### src/rtl/alu_issue_ctrl.sv
// Issue-side ALU front end: accepts an instruction, reads its sources over one RF port,
// issues control/operands for one cycle and captures the branch decision.
// Optional macro ALU_ISSUE_CNT_EN adds a free-running ISSUE_CNT output counting issues.
module alu_issue_ctrl #(
    parameter int          RF_LAT      = 1,
    parameter logic [5:0]  RTYPE_CLASS = 6'b000011
) (
    input  logic        CLK,
    input  logic        RST,
    input  logic        INSTR_VALID,
    output logic        INSTR_READY,
    input  logic [31:0] INSTR,
    output logic        RF_SEL,
    output logic [4:0]  RF_RADDR,
    input  logic [31:0] RF_RDATA,
    output logic [11:0] ALU_CTRL,
    output logic [31:0] ALU_OP1,
    output logic [31:0] ALU_OP2,
    output logic [31:0] ALU_MSG1,
    output logic [31:0] ALU_MSG2,
    output logic        ALU_ISSUE,
    input  logic        ALU_ZF,
    output logic        RES_VALID,
    output logic        BR_TAKEN
`ifdef ALU_ISSUE_CNT_EN
    ,
    output logic [31:0] ISSUE_CNT
`endif
);

    // The read schedule below assumes data returns exactly one cycle after the address.
    if (RF_LAT != 1) begin : g_rf_lat_check
        $error("alu_issue_ctrl: only RF_LAT == 1 is supported");
    end

    typedef enum logic [2:0] {
        IDLE,
        RDA,
        RDA_HI,
        RDB,
        RDB_HI,
        CAPB,
        ISSUE,
        RES
    } state_t;

    state_t state, next_state;

    logic [31:0] instr_q;
    logic [31:0] a_lo_q;
    logic [31:0] a_hi_q;
    logic [31:0] b_lo_q;
    logic        br_q;

    logic [5:0]  opcode;
    logic [5:0]  funct;
    logic [4:0]  shamt;
    logic [15:0] imm;
    logic        is_fp;
    logic        is_double;
    logic        is_branch;
    logic [4:0]  src_a;
    logic [4:0]  src_b;
    logic [4:0]  addr_a;
    logic [4:0]  addr_b;
    logic        accept;

    logic [11:0] ctrl_d;
    logic [31:0] op1_d;
    logic [31:0] op2_d;
    logic [31:0] msg1_d;
    logic [31:0] msg2_d;
    logic [31:0] b_lo_now;

    assign opcode    = instr_q[31:26];
    assign funct     = instr_q[5:0];
    assign shamt     = instr_q[10:6];
    assign imm       = instr_q[15:0];
    assign is_fp     = (opcode == 6'h11);
    assign is_double = is_fp && (instr_q[25:21] == 5'h11);
    assign is_branch = (opcode == 6'h04) || (opcode == 6'h05);
    assign src_a     = is_fp ? instr_q[15:11] : instr_q[25:21];
    assign src_b     = instr_q[20:16];
    // Double-precision pairs start on the even register; the odd partner holds the high word.
    assign addr_a    = is_double ? {src_a[4:1], 1'b0} : src_a;
    assign addr_b    = is_double ? {src_b[4:1], 1'b0} : src_b;
    assign accept    = (state == IDLE) && INSTR_VALID;

    always_ff @(posedge CLK) begin
        if (RST) begin
            state <= IDLE;
        end else begin
            state <= next_state;
        end
    end

    always_comb begin
        next_state = state;
        unique case (state)
            IDLE:    next_state = INSTR_VALID ? RDA : IDLE;
            RDA:     next_state = is_double ? RDA_HI : RDB;
            RDA_HI:  next_state = RDB;
            RDB:     next_state = is_double ? RDB_HI : CAPB;
            RDB_HI:  next_state = CAPB;
            CAPB:    next_state = ISSUE;
            ISSUE:   next_state = RES;
            RES:     next_state = IDLE;
            default: next_state = IDLE;
        endcase
    end

    always_comb begin
        INSTR_READY = (state == IDLE);
        ALU_ISSUE   = (state == ISSUE);
        RES_VALID   = (state == RES);
        RF_SEL      = 1'b0;
        RF_RADDR    = 5'd0;
        unique case (state)
            RDA: begin
                RF_SEL   = is_fp;
                RF_RADDR = addr_a;
            end
            RDA_HI: begin
                RF_SEL   = is_fp;
                RF_RADDR = {addr_a[4:1], 1'b1};
            end
            RDB: begin
                RF_SEL   = is_fp;
                RF_RADDR = addr_b;
            end
            RDB_HI: begin
                RF_SEL   = is_fp;
                RF_RADDR = {addr_b[4:1], 1'b1};
            end
            default: begin
                RF_SEL   = 1'b0;
                RF_RADDR = 5'd0;
            end
        endcase
        BR_TAKEN = br_q;
    end

    // Every read slot is taken even if the instruction ignores that source.
    always_ff @(posedge CLK) begin
        if (RST) begin
            instr_q <= 32'd0;
            a_lo_q  <= 32'd0;
            a_hi_q  <= 32'd0;
            b_lo_q  <= 32'd0;
        end else begin
            if (accept) begin
                instr_q <= INSTR;
            end
            unique case (state)
                RDA_HI: a_lo_q <= RF_RDATA;
                RDB: begin
                    if (is_double) begin
                        a_hi_q <= RF_RDATA;
                    end else begin
                        a_lo_q <= RF_RDATA;
                    end
                end
                RDB_HI:  b_lo_q <= RF_RDATA;
                default: ;
            endcase
        end
    end

    // In CAPB the last read's data is still on RF_RDATA and feeds the operand registers directly.
    always_comb begin
        b_lo_now = is_double ? b_lo_q : RF_RDATA;
        ctrl_d   = {opcode, 6'b0};
        op1_d    = a_lo_q;
        op2_d    = {{16{imm[15]}}, imm};
        msg1_d   = 32'd0;
        msg2_d   = 32'd0;
        unique case (opcode)
            6'h00: begin
                ctrl_d = {RTYPE_CLASS, funct};
                if ((funct == 6'h00) || (funct == 6'h02) || (funct == 6'h03)) begin
                    op1_d = b_lo_now;
                    op2_d = {27'd0, shamt};
                end else begin
                    op2_d = b_lo_now;
                end
            end
            6'h04, 6'h05: op2_d = b_lo_now;
            6'h0c, 6'h0e: op2_d = {16'd0, imm};
            6'h0f: begin
                op1_d = 32'd0;
                op2_d = {16'd0, imm};
            end
            6'h11: begin
                ctrl_d = {6'h11, funct};
                op2_d  = b_lo_now;
                if (is_double) begin
                    msg1_d = a_hi_q;
                    msg2_d = RF_RDATA;
                end
            end
            default: ;
        endcase
    end

    always_ff @(posedge CLK) begin
        if (RST) begin
            ALU_CTRL <= 12'd0;
            ALU_OP1  <= 32'd0;
            ALU_OP2  <= 32'd0;
            ALU_MSG1 <= 32'd0;
            ALU_MSG2 <= 32'd0;
        end else if (state == CAPB) begin
            ALU_CTRL <= ctrl_d;
            ALU_OP1  <= op1_d;
            ALU_OP2  <= op2_d;
            ALU_MSG1 <= msg1_d;
            ALU_MSG2 <= msg2_d;
        end else if (state == RES) begin
            ALU_CTRL <= 12'd0;
            ALU_OP1  <= 32'd0;
            ALU_OP2  <= 32'd0;
            ALU_MSG1 <= 32'd0;
            ALU_MSG2 <= 32'd0;
        end
    end

    // Zero flag sampled at the end of the issue cycle, so the decision is visible only in RES.
    always_ff @(posedge CLK) begin
        if (RST) begin
            br_q <= 1'b0;
        end else begin
            br_q <= (state == ISSUE) && is_branch && ALU_ZF;
        end
    end

`ifdef ALU_ISSUE_CNT_EN
    always_ff @(posedge CLK) begin
        if (RST) begin
            ISSUE_CNT <= 32'd0;
        end else if (state == ISSUE) begin
            ISSUE_CNT <= ISSUE_CNT + 32'd1;
        end
    end
`endif

endmodule

### config.mk
export PLATFORM = sky130hd
export DESIGN_NAME = alu_issue_ctrl
export DESIGN_NICKNAME = d
export VERILOG_FILES = /design/src/rtl/alu_issue_ctrl.sv
export SDC_FILE = /design/constraint.sdc
export NUM_CORES = 1
export LEC_CHECK = 0
export CAP_MARGIN = 30
export CORE_UTILIZATION = 44
export CTS_CLUSTER_DIAMETER = 150
export CTS_CLUSTER_SIZE = 8
export DETAILED_ROUTE_END_ITERATION = 6
export PLACE_DENSITY = 0.71
export SYNTH_ARGS = -nofsm -noshare
export SYNTH_HDL_FRONTEND = slang
export SYNTH_SLANG_ARGS = --single-unit
### constraint.sdc
create_clock -name CLK -period 5 [get_ports CLK]
set_input_delay 1 -clock CLK [delete_from_list [all_inputs] [get_ports CLK]]
set_output_delay 1 -clock CLK [all_outputs]
set_load 0.1 [all_outputs]
==> qor.yml, run 1 <==
status: "finished clean"
power.static_leakage_nw: 4.98
layout_min_cycle_time_ps: 3950
finalInstanceArea_um2: 14400
detailedPlacementHpwl_um: 21400
cts-root-buf: "sky130_fd_sc_hd__clkbuf_16"
report.final.setup_viol: 0
place_congestion: 0.824
totalNegativeSetupSlack_ps: 0
rsz0062_at_grt: "no"
cts_buffer_depth: 3
timing.hold.worst.class: "flop to flop"
timing.final.ws_setup_ps: 1050
synth-compound-area-share: 0.233
maximum_number_of_pins_on_one_net_before_global_route_repair: 141
wire_length_of_the_first_global_routing_pass_um: 51400
ys_seq_elements: 272
core-area_um2: 24400
cts_made_buffers: 39
critical_path_peak_fanout: 53
ys.warnings.count: 0
synth_edf_count: 0
hold_bufs_inserted_after_cts: 0
drive_above_1_share: 0.0663
io_pins: 218
combinational_family_with_the_most_area_after_synthesis: "compound AO/OA/AOI/OAI gates"
drt-initial-drc-count: 819
clkLatencyLatePin_ps: 520
max_freq_ghz: 0.253
cts_tree: "built"
core.rowCount: 57
dp_worst_setup_slack_ps: 1610
post_synth_xor_xnor_area: 0.00160
ir_worst_vdd_mv: 0.280
synthesis.nets: 1364
antenna_found_initial: 0
grt.total_usage: 0.251
postCtsSetupBuffers: 0
slew_violations: 0
drt-wirelength-per-cell_um: 18.3
layout_worst_path_cycle_share: 0.790
worst_slew_pin_slew_ps: 1030
postSynthAreaPerCell_um2: 8.45
critical_path_arrival_ps: 2950
io_buffers: 217
yosys-mux-area-fraction: 0.0329
cts_resized: 0
syn-instance-count: 1296
timing.clock.skew_ps: 16.0
yosys.area_share.simple: 0.187
max_slew_margin: 0.311
route.vias.total: 10000
cp.required_ps: 4000
synth.cell_area_um2: 10900
first_global_vias: 9375
fp.dieH_um: 160
synth-adder-area-share: 0
overall_routed_net_length_um: 32700
seq_area_um2: 5450
drv_cap: 0
placed_cell_area_um2: 13300
layout.nets: 1529
design.die.area_um2: 25500
fillerInstances: 2205
powerDensity_nw_per_um2: 372
critical_path_class: "flop to output port"
clk_transition_reported_paths_ps: 50
drcViolationCount: 0
timing.final.hold_violations: 0
seq_area_frac_synth: 0.497
critical_path_startpoint_category: "flop"
yosys.cell_types.count: 58
drtPass1Iterations: 5
area_taken_by_multi_input_logic_gates_um2: 5000
worstSetupEndpointType: "output port"
cts_num_sinks: 272
overflow: 0
h_tree_level_count: 2
initial_utilization: 0.449
antenna_cells: 0
detail_route.vias_per_cell: 5.62
fp.dieW_um: 160
area_growth_pct: 31.4
antenna_left: 0
synth_ff_type: "sky130_fd_sc_hd__dfxtp_1"
power.total_mw: 5.34
synthArstFlopShare: 0
==> critical path: stages, from the launching register on <==
cell,delay (ps)
sky130_fd_sc_hd__dfxtp_1,410
sky130_fd_sc_hd__nor4_2,310
sky130_fd_sc_hd__and3_1,190
sky130_fd_sc_hd__buf_4,420
sky130_fd_sc_hd__nand3_1,140
sky130_fd_sc_hd__a2111oi_0,460
sky130_fd_sc_hd__a211o_1,190
sky130_fd_sc_hd__buf_4,290
==> cells in the mapped netlist, types with 2 or more instances <==
library cell | instances | area [µm²]
sky130_fd_sc_hd__buf_2 | 29 | 145
sky130_fd_sc_hd__a32oi_1 | 15 | 131
sky130_fd_sc_hd__o21ai_0 | 37 | 185
sky130_fd_sc_hd__and3_1 | 24 | 150
sky130_fd_sc_hd__dfxtp_1 | 272 | 5450
sky130_fd_sc_hd__mux2i_1 | 36 | 360
sky130_fd_sc_hd__a221oi_1 | 9 | 78.8
sky130_fd_sc_hd__or2_1 | 2 | 12.5
sky130_fd_sc_hd__inv_1 | 3 | 11.3
sky130_fd_sc_hd__a31oi_1 | 16 | 100
sky130_fd_sc_hd__buf_6 | 3 | 33.8
sky130_fd_sc_hd__buf_1 | 4 | 15.0
sky130_fd_sc_hd__and2_1 | 9 | 56.3
sky130_fd_sc_hd__nor2_1 | 122 | 458
sky130_fd_sc_hd__o21a_1 | 2 | 15.0
sky130_fd_sc_hd__nand2_1 | 254 | 953
sky130_fd_sc_hd__nand3_1 | 26 | 130
sky130_fd_sc_hd__a21oi_1 | 142 | 711
sky130_fd_sc_hd__clkbuf_1 | 78 | 293
sky130_fd_sc_hd__a21o_1 | 2 | 15.0
sky130_fd_sc_hd__a22oi_1 | 87 | 653
sky130_fd_sc_hd__o211ai_1 | 2 | 15.0
sky130_fd_sc_hd__a22o_1 | 9 | 78.8
sky130_fd_sc_hd__nor3_1 | 6 | 30.0
sky130_fd_sc_hd__a221oi_2 | 10 | 150
sky130_fd_sc_hd__nand2b_1 | 3 | 18.8
sky130_fd_sc_hd__buf_4 | 4 | 30.0
sky130_fd_sc_hd__nor3b_1 | 4 | 30.0
sky130_fd_sc_hd__o21ai_1 | 26 | 130
sky130_fd_sc_hd__a21boi_0 | 19 | 143
sky130_fd_sc_hd__nor3_2 | 2 | 20.0
sky130_fd_sc_hd__or3_1 | 2 | 12.5
sky130_fd_sc_hd__a211oi_1 | 2 | 15.0
sky130_fd_sc_hd__nor2b_1 | 8 | 50.1
sky130_fd_sc_hd__o32ai_1 | 4 | 35.0
==> placed cells by master (no fill, tap or decap), types with 3 or more instances in the layout <==
| cell type | synthesis | layout |
|---|---|---|
| sky130_fd_sc_hd__dfxtp_1 | 272 | 272 |
| sky130_fd_sc_hd__nand2_1 | 254 | 253 |
| sky130_fd_sc_hd__clkdlybuf4s50_1 | 0 | 210 |
| sky130_fd_sc_hd__a21oi_1 | 142 | 142 |
| sky130_fd_sc_hd__nor2_1 | 122 | 122 |
| sky130_fd_sc_hd__a22oi_1 | 87 | 87 |
| sky130_fd_sc_hd__clkbuf_16 | 0 | 39 |
| sky130_fd_sc_hd__o21ai_0 | 37 | 37 |
| sky130_fd_sc_hd__mux2i_1 | 36 | 36 |
| sky130_fd_sc_hd__o21ai_1 | 26 | 26 |
| sky130_fd_sc_hd__nand3_1 | 26 | 26 |
| sky130_fd_sc_hd__and3_1 | 24 | 24 |
| sky130_fd_sc_hd__buf_4 | 4 | 23 |
| sky130_fd_sc_hd__a21boi_0 | 19 | 19 |
| sky130_fd_sc_hd__a32oi_1 | 15 | 15 |
| sky130_fd_sc_hd__a31oi_1 | 16 | 15 |
| sky130_fd_sc_hd__a221oi_2 | 10 | 10 |
| sky130_fd_sc_hd__and2_1 | 9 | 10 |
| sky130_fd_sc_hd__a22o_1 | 9 | 9 |
| sky130_fd_sc_hd__a221oi_1 | 9 | 9 |
| sky130_fd_sc_hd__nor2b_1 | 8 | 8 |
| sky130_fd_sc_hd__buf_16 | 0 | 7 |
| sky130_fd_sc_hd__nor3_1 | 6 | 6 |
| sky130_fd_sc_hd__o32ai_1 | 4 | 4 |
| sky130_fd_sc_hd__nor3b_1 | 4 | 4 |
| sky130_fd_sc_hd__inv_1 | 3 | 3 |
| sky130_fd_sc_hd__nand2b_1 | 3 | 3 |
| sky130_fd_sc_hd__nor3_4 | 1 | 3 |
==> logic make-up after synthesis <==
family / count (synthesis)
DFF: 272
muxes: 36
buffers and inverters: 121
xor gates and xnor gates: 2
AOI/OAI and AO/OA: 392
and+or+nand+nor: 473
==> layer usage <==
metal | track usage | share of wire | up-vias
met5 | 0 | 0 | -
met4 | 0.0900 | 0.029 | 0
met3 | 0.0390 | 0.059 | 58
met2 | 0.422 | 0.49 | 359
met1 | 0.327 | 0.42 | 4775
li1 | - | - | 4850
==> layout make-up <==
cell class / count / share of cell area
clock inverters: 3 / 0.00339
multi-input cells: 903 / 0.348
flip-flops and latches: 272 / 0.379
repair buffers: 242 / 0.173
inverters: 3 / 0.000783
clock buffers: 39 / 0.0679
well taps: 324 / 0.0282
==> worst paths after layout <==
check,start,slack [ps],to,cells after the start
max,instr_q[28],1050,RF_RADDR[0],7
min,ALU_OP1[18],440,ALU_OP1[18],2
max reg2reg,state[2],2170,ALU_OP2[9],5
min reg2reg,ALU_OP1[18],440,ALU_OP1[18],2
==> registers in the layout, indices dropped and copies added, names as in the netlist, 32 cells and up <==
| signal | flops |
|---|---|
| ALU_MSG1 | 32 |
| ALU_MSG2 | 32 |
| ALU_OP1 | 32 |
| ALU_OP2 | 32 |
| a_hi_q | 32 |
| a_lo_q | 32 |
| b_lo_q | 32 |
| instr_q | 32 |
==> power breakdown <==
| group | switching, mW | internal, mW | leakage, nW | total [mW] |
|---|---|---|---|---|
| Clock | 0.904 | 1.38 | 0.505 | 2.29 |
| Sequential | 0.0607 | 2.24 | 2.20 | 2.30 |
| Combinational | 0.510 | 0.248 | 2.28 | 0.757 |
==> per-stage QoR <==
stage / instances / utilization / hold WS (ps)
2_1_floorplan: 1296 / - / 432
3_3_place_gp: 1734 / 0.539 / 437
6_report: 1786 / 0.590 / 443
3_5_place_dp: 1743 / 0.547 / 440
5_1_grt: 1786 / 0.590 / 465
4_1_cts: 1785 / 0.589 / 447
Power figures use the tool's default switching activity.
==> inputs of run 2 (changes only) <==
--- a/config.mk
+++ b/config.mk
@@ -10,7 +10,7 @@
 export CTS_CLUSTER_DIAMETER = 150
 export CTS_CLUSTER_SIZE = 8
 export DETAILED_ROUTE_END_ITERATION = 6
-export PLACE_DENSITY = 0.71
+export PLACE_DENSITY = 0.74
 export SYNTH_ARGS = -nofsm -noshare
 export SYNTH_HDL_FRONTEND = slang
 export SYNTH_SLANG_ARGS = --single-unit
==> constraint.sdc (replaced) <==
create_clock -name CLK -period 3.6 [get_ports CLK]
set_input_delay 0.72 -clock CLK [delete_from_list [all_inputs] [get_ports CLK]]
set_output_delay 0.72 -clock CLK [all_outputs]
set_load 0.1 [all_outputs]
==> run 2 against run 1 <==
Compared with the run above: count of clock-buffer cells in the layout increased by 2; sequential power increased by 39%; clock skew increased by 3.4 ps; critical path depth decreased by 1; combinational power increased by 39%; worst setup slack got worse by 650 ps; via count increased by 0.25%; critical endpoint unchanged; utilization about the same; sequential share of layout area about the same.
==> qor.yml, run 2 (synthesized netlist as in run 1, its figures left out) <==
antenna_left: 0
worstSetupEndpointType: "output port"
critical_path_startpoint_category: "flop"
layout.nets: 1532
slew_violations: 0
drive_above_1_share: 0.0758
grt.total_usage: 0.252
maximum_number_of_pins_on_one_net_before_global_route_repair: 124
antenna_cells: 0
cts_buffer_depth: 3
totalNegativeSetupSlack_ps: 0
timing.final.ws_setup_ps: 397
design.die.area_um2: 25500
seq_area_um2: 5450
worst-r2r-setup-slack_ps: 990
cp.required_ps: 2880
overflow: 0
worst_slew_pin_slew_ps: 1040
first_global_vias: 9541
status: "finished clean"
final_cell_count_no_fill: 1788
area_growth_pct: 31.3
timing.hold.worst.class: "flop to flop"
critical_path_class: "flop to output port"
fp.dieH_um: 160
route.vias.total: 10100
max_freq_ghz: 0.312
fillerInstances: 2176
most_common_cell_after_layout_fill_and_taps_aside: "sky130_fd_sc_hd__dfxtp_1"
drt-initial-drc-count: 816
place_congestion: 0.881
drv_cap: 0
dp_worst_setup_slack_ps: 923
overall_routed_net_length_um: 32700
wire_length_of_the_first_global_routing_pass_um: 51600
drtPass1Iterations: 5
max_slew_margin: 0.306
cts_resized: 0
postCtsSetupBuffers: 0
clk_transition_reported_paths_ps: 50
critical_path_arrival_ps: 2480
power.static_leakage_nw: 5.01
detailedPlacementHpwl_um: 21800
core.rowCount: 57
io_pins: 218
h_tree_level_count: 2
layout_min_cycle_time_ps: 3200
hold_bufs_inserted_after_cts: 0
drt-wirelength-per-cell_um: 18.3
clkLatencyLatePin_ps: 510
core-area_um2: 24400
critical_path_peak_fanout: 11
cts_num_sinks: 272
area_taken_by_multi_input_logic_gates_um2: 5000
antenna_found_initial: 0
ir_worst_vdd_mv: 0.339
report.final.setup_viol: 0
cts_tree: "built"
cts-root-buf: "sky130_fd_sc_hd__clkbuf_16"
layout_worst_path_cycle_share: 0.890
drcViolationCount: 0
detail_route.vias_per_cell: 5.63
placedCellCount: 1747
timing.final.hold_violations: 0
rsz0062_at_grt: "no"
initial_utilization: 0.449
powerDensity_nw_per_um2: 517
io_buffers: 217
fp.dieW_um: 160
layout_common_cells: "sky130_fd_sc_hd__dfxtp_1, sky130_fd_sc_hd__nand2_1, sky130_fd_sc_hd__clkdlybuf4s50_1, sky130_fd_sc_hd__a21oi_1, sky130_fd_sc_hd__nor2_1"
timing.clock.skew_ps: 19.4
cts_made_buffers: 39
[run 2: cell type report]
type | instances | area share
multi-input cells | 903 | 0.348
clock buffers | 41 | 0.0714
repair buffers | 245 | 0.173
flip-flops and latches | 272 | 0.379
inverters | 3 | 0.000783
well taps | 324 | 0.0282
[run 2: per-layer routing]
| layer | GRT usage | vias up | wire, µm |
|---|---|---|---|
| met1 | 0.317 | 4772 | 13800 |
| li1 | - | 4849 | - |
| met2 | 0.424 | 360 | 15800 |
| met4 | 0.109 | 0 | 1170 |
| met5 | 0 | - | 0 |
| met3 | 0.0439 | 86 | 1930 |
[run 2: power breakdown]
| part | total (mW) | internal [mW] | leakage, nW | switching, mW |
|---|---|---|---|---|
| clock network | 3.18 | 1.98 | 0.505 | 1.21 |
| logic | 1.05 | 0.350 | 2.30 | 0.698 |
| registers | 3.19 | 3.11 | 2.20 | 0.0854 |
[run 2: stage by stage]
step / cell area [µm²] / util / hold WS (ps) / total power, mW
final: 14400 / 0.589 / 444 / 7.43
after global routing: 14400 / 0.589 / 460 / 7.70
after CTS: 14400 / 0.589 / 448 / 7.47
after detailed placement: 13400 / 0.547 / 442 / 4.29
after global placement: 13300 / 0.544 / 437 / 4.26
after floorplan: 10900 / - / 432 / 3.96
[run 2: worst max-delay path, stage by stage (launching register included)]
cell and delay [ps]:
sky130_fd_sc_hd__dfxtp_1 410, sky130_fd_sc_hd__nor4_2 300, sky130_fd_sc_hd__and3_1 310, sky130_fd_sc_hd__nand3_1 100, sky130_fd_sc_hd__a2111oi_0 440, sky130_fd_sc_hd__a211o_1 220
sky130_fd_sc_hd__buf_12 190
[run 2: worst paths after layout]
path               start  depth (start not counted)           to
max          instr_q[28]                          6  RF_RADDR[0]
min          ALU_OP1[12]                          2  ALU_OP1[12]
max reg2reg  instr_q[28]                          7    a_lo_q[8]
min reg2reg  ALU_OP1[12]                          2  ALU_OP1[12]
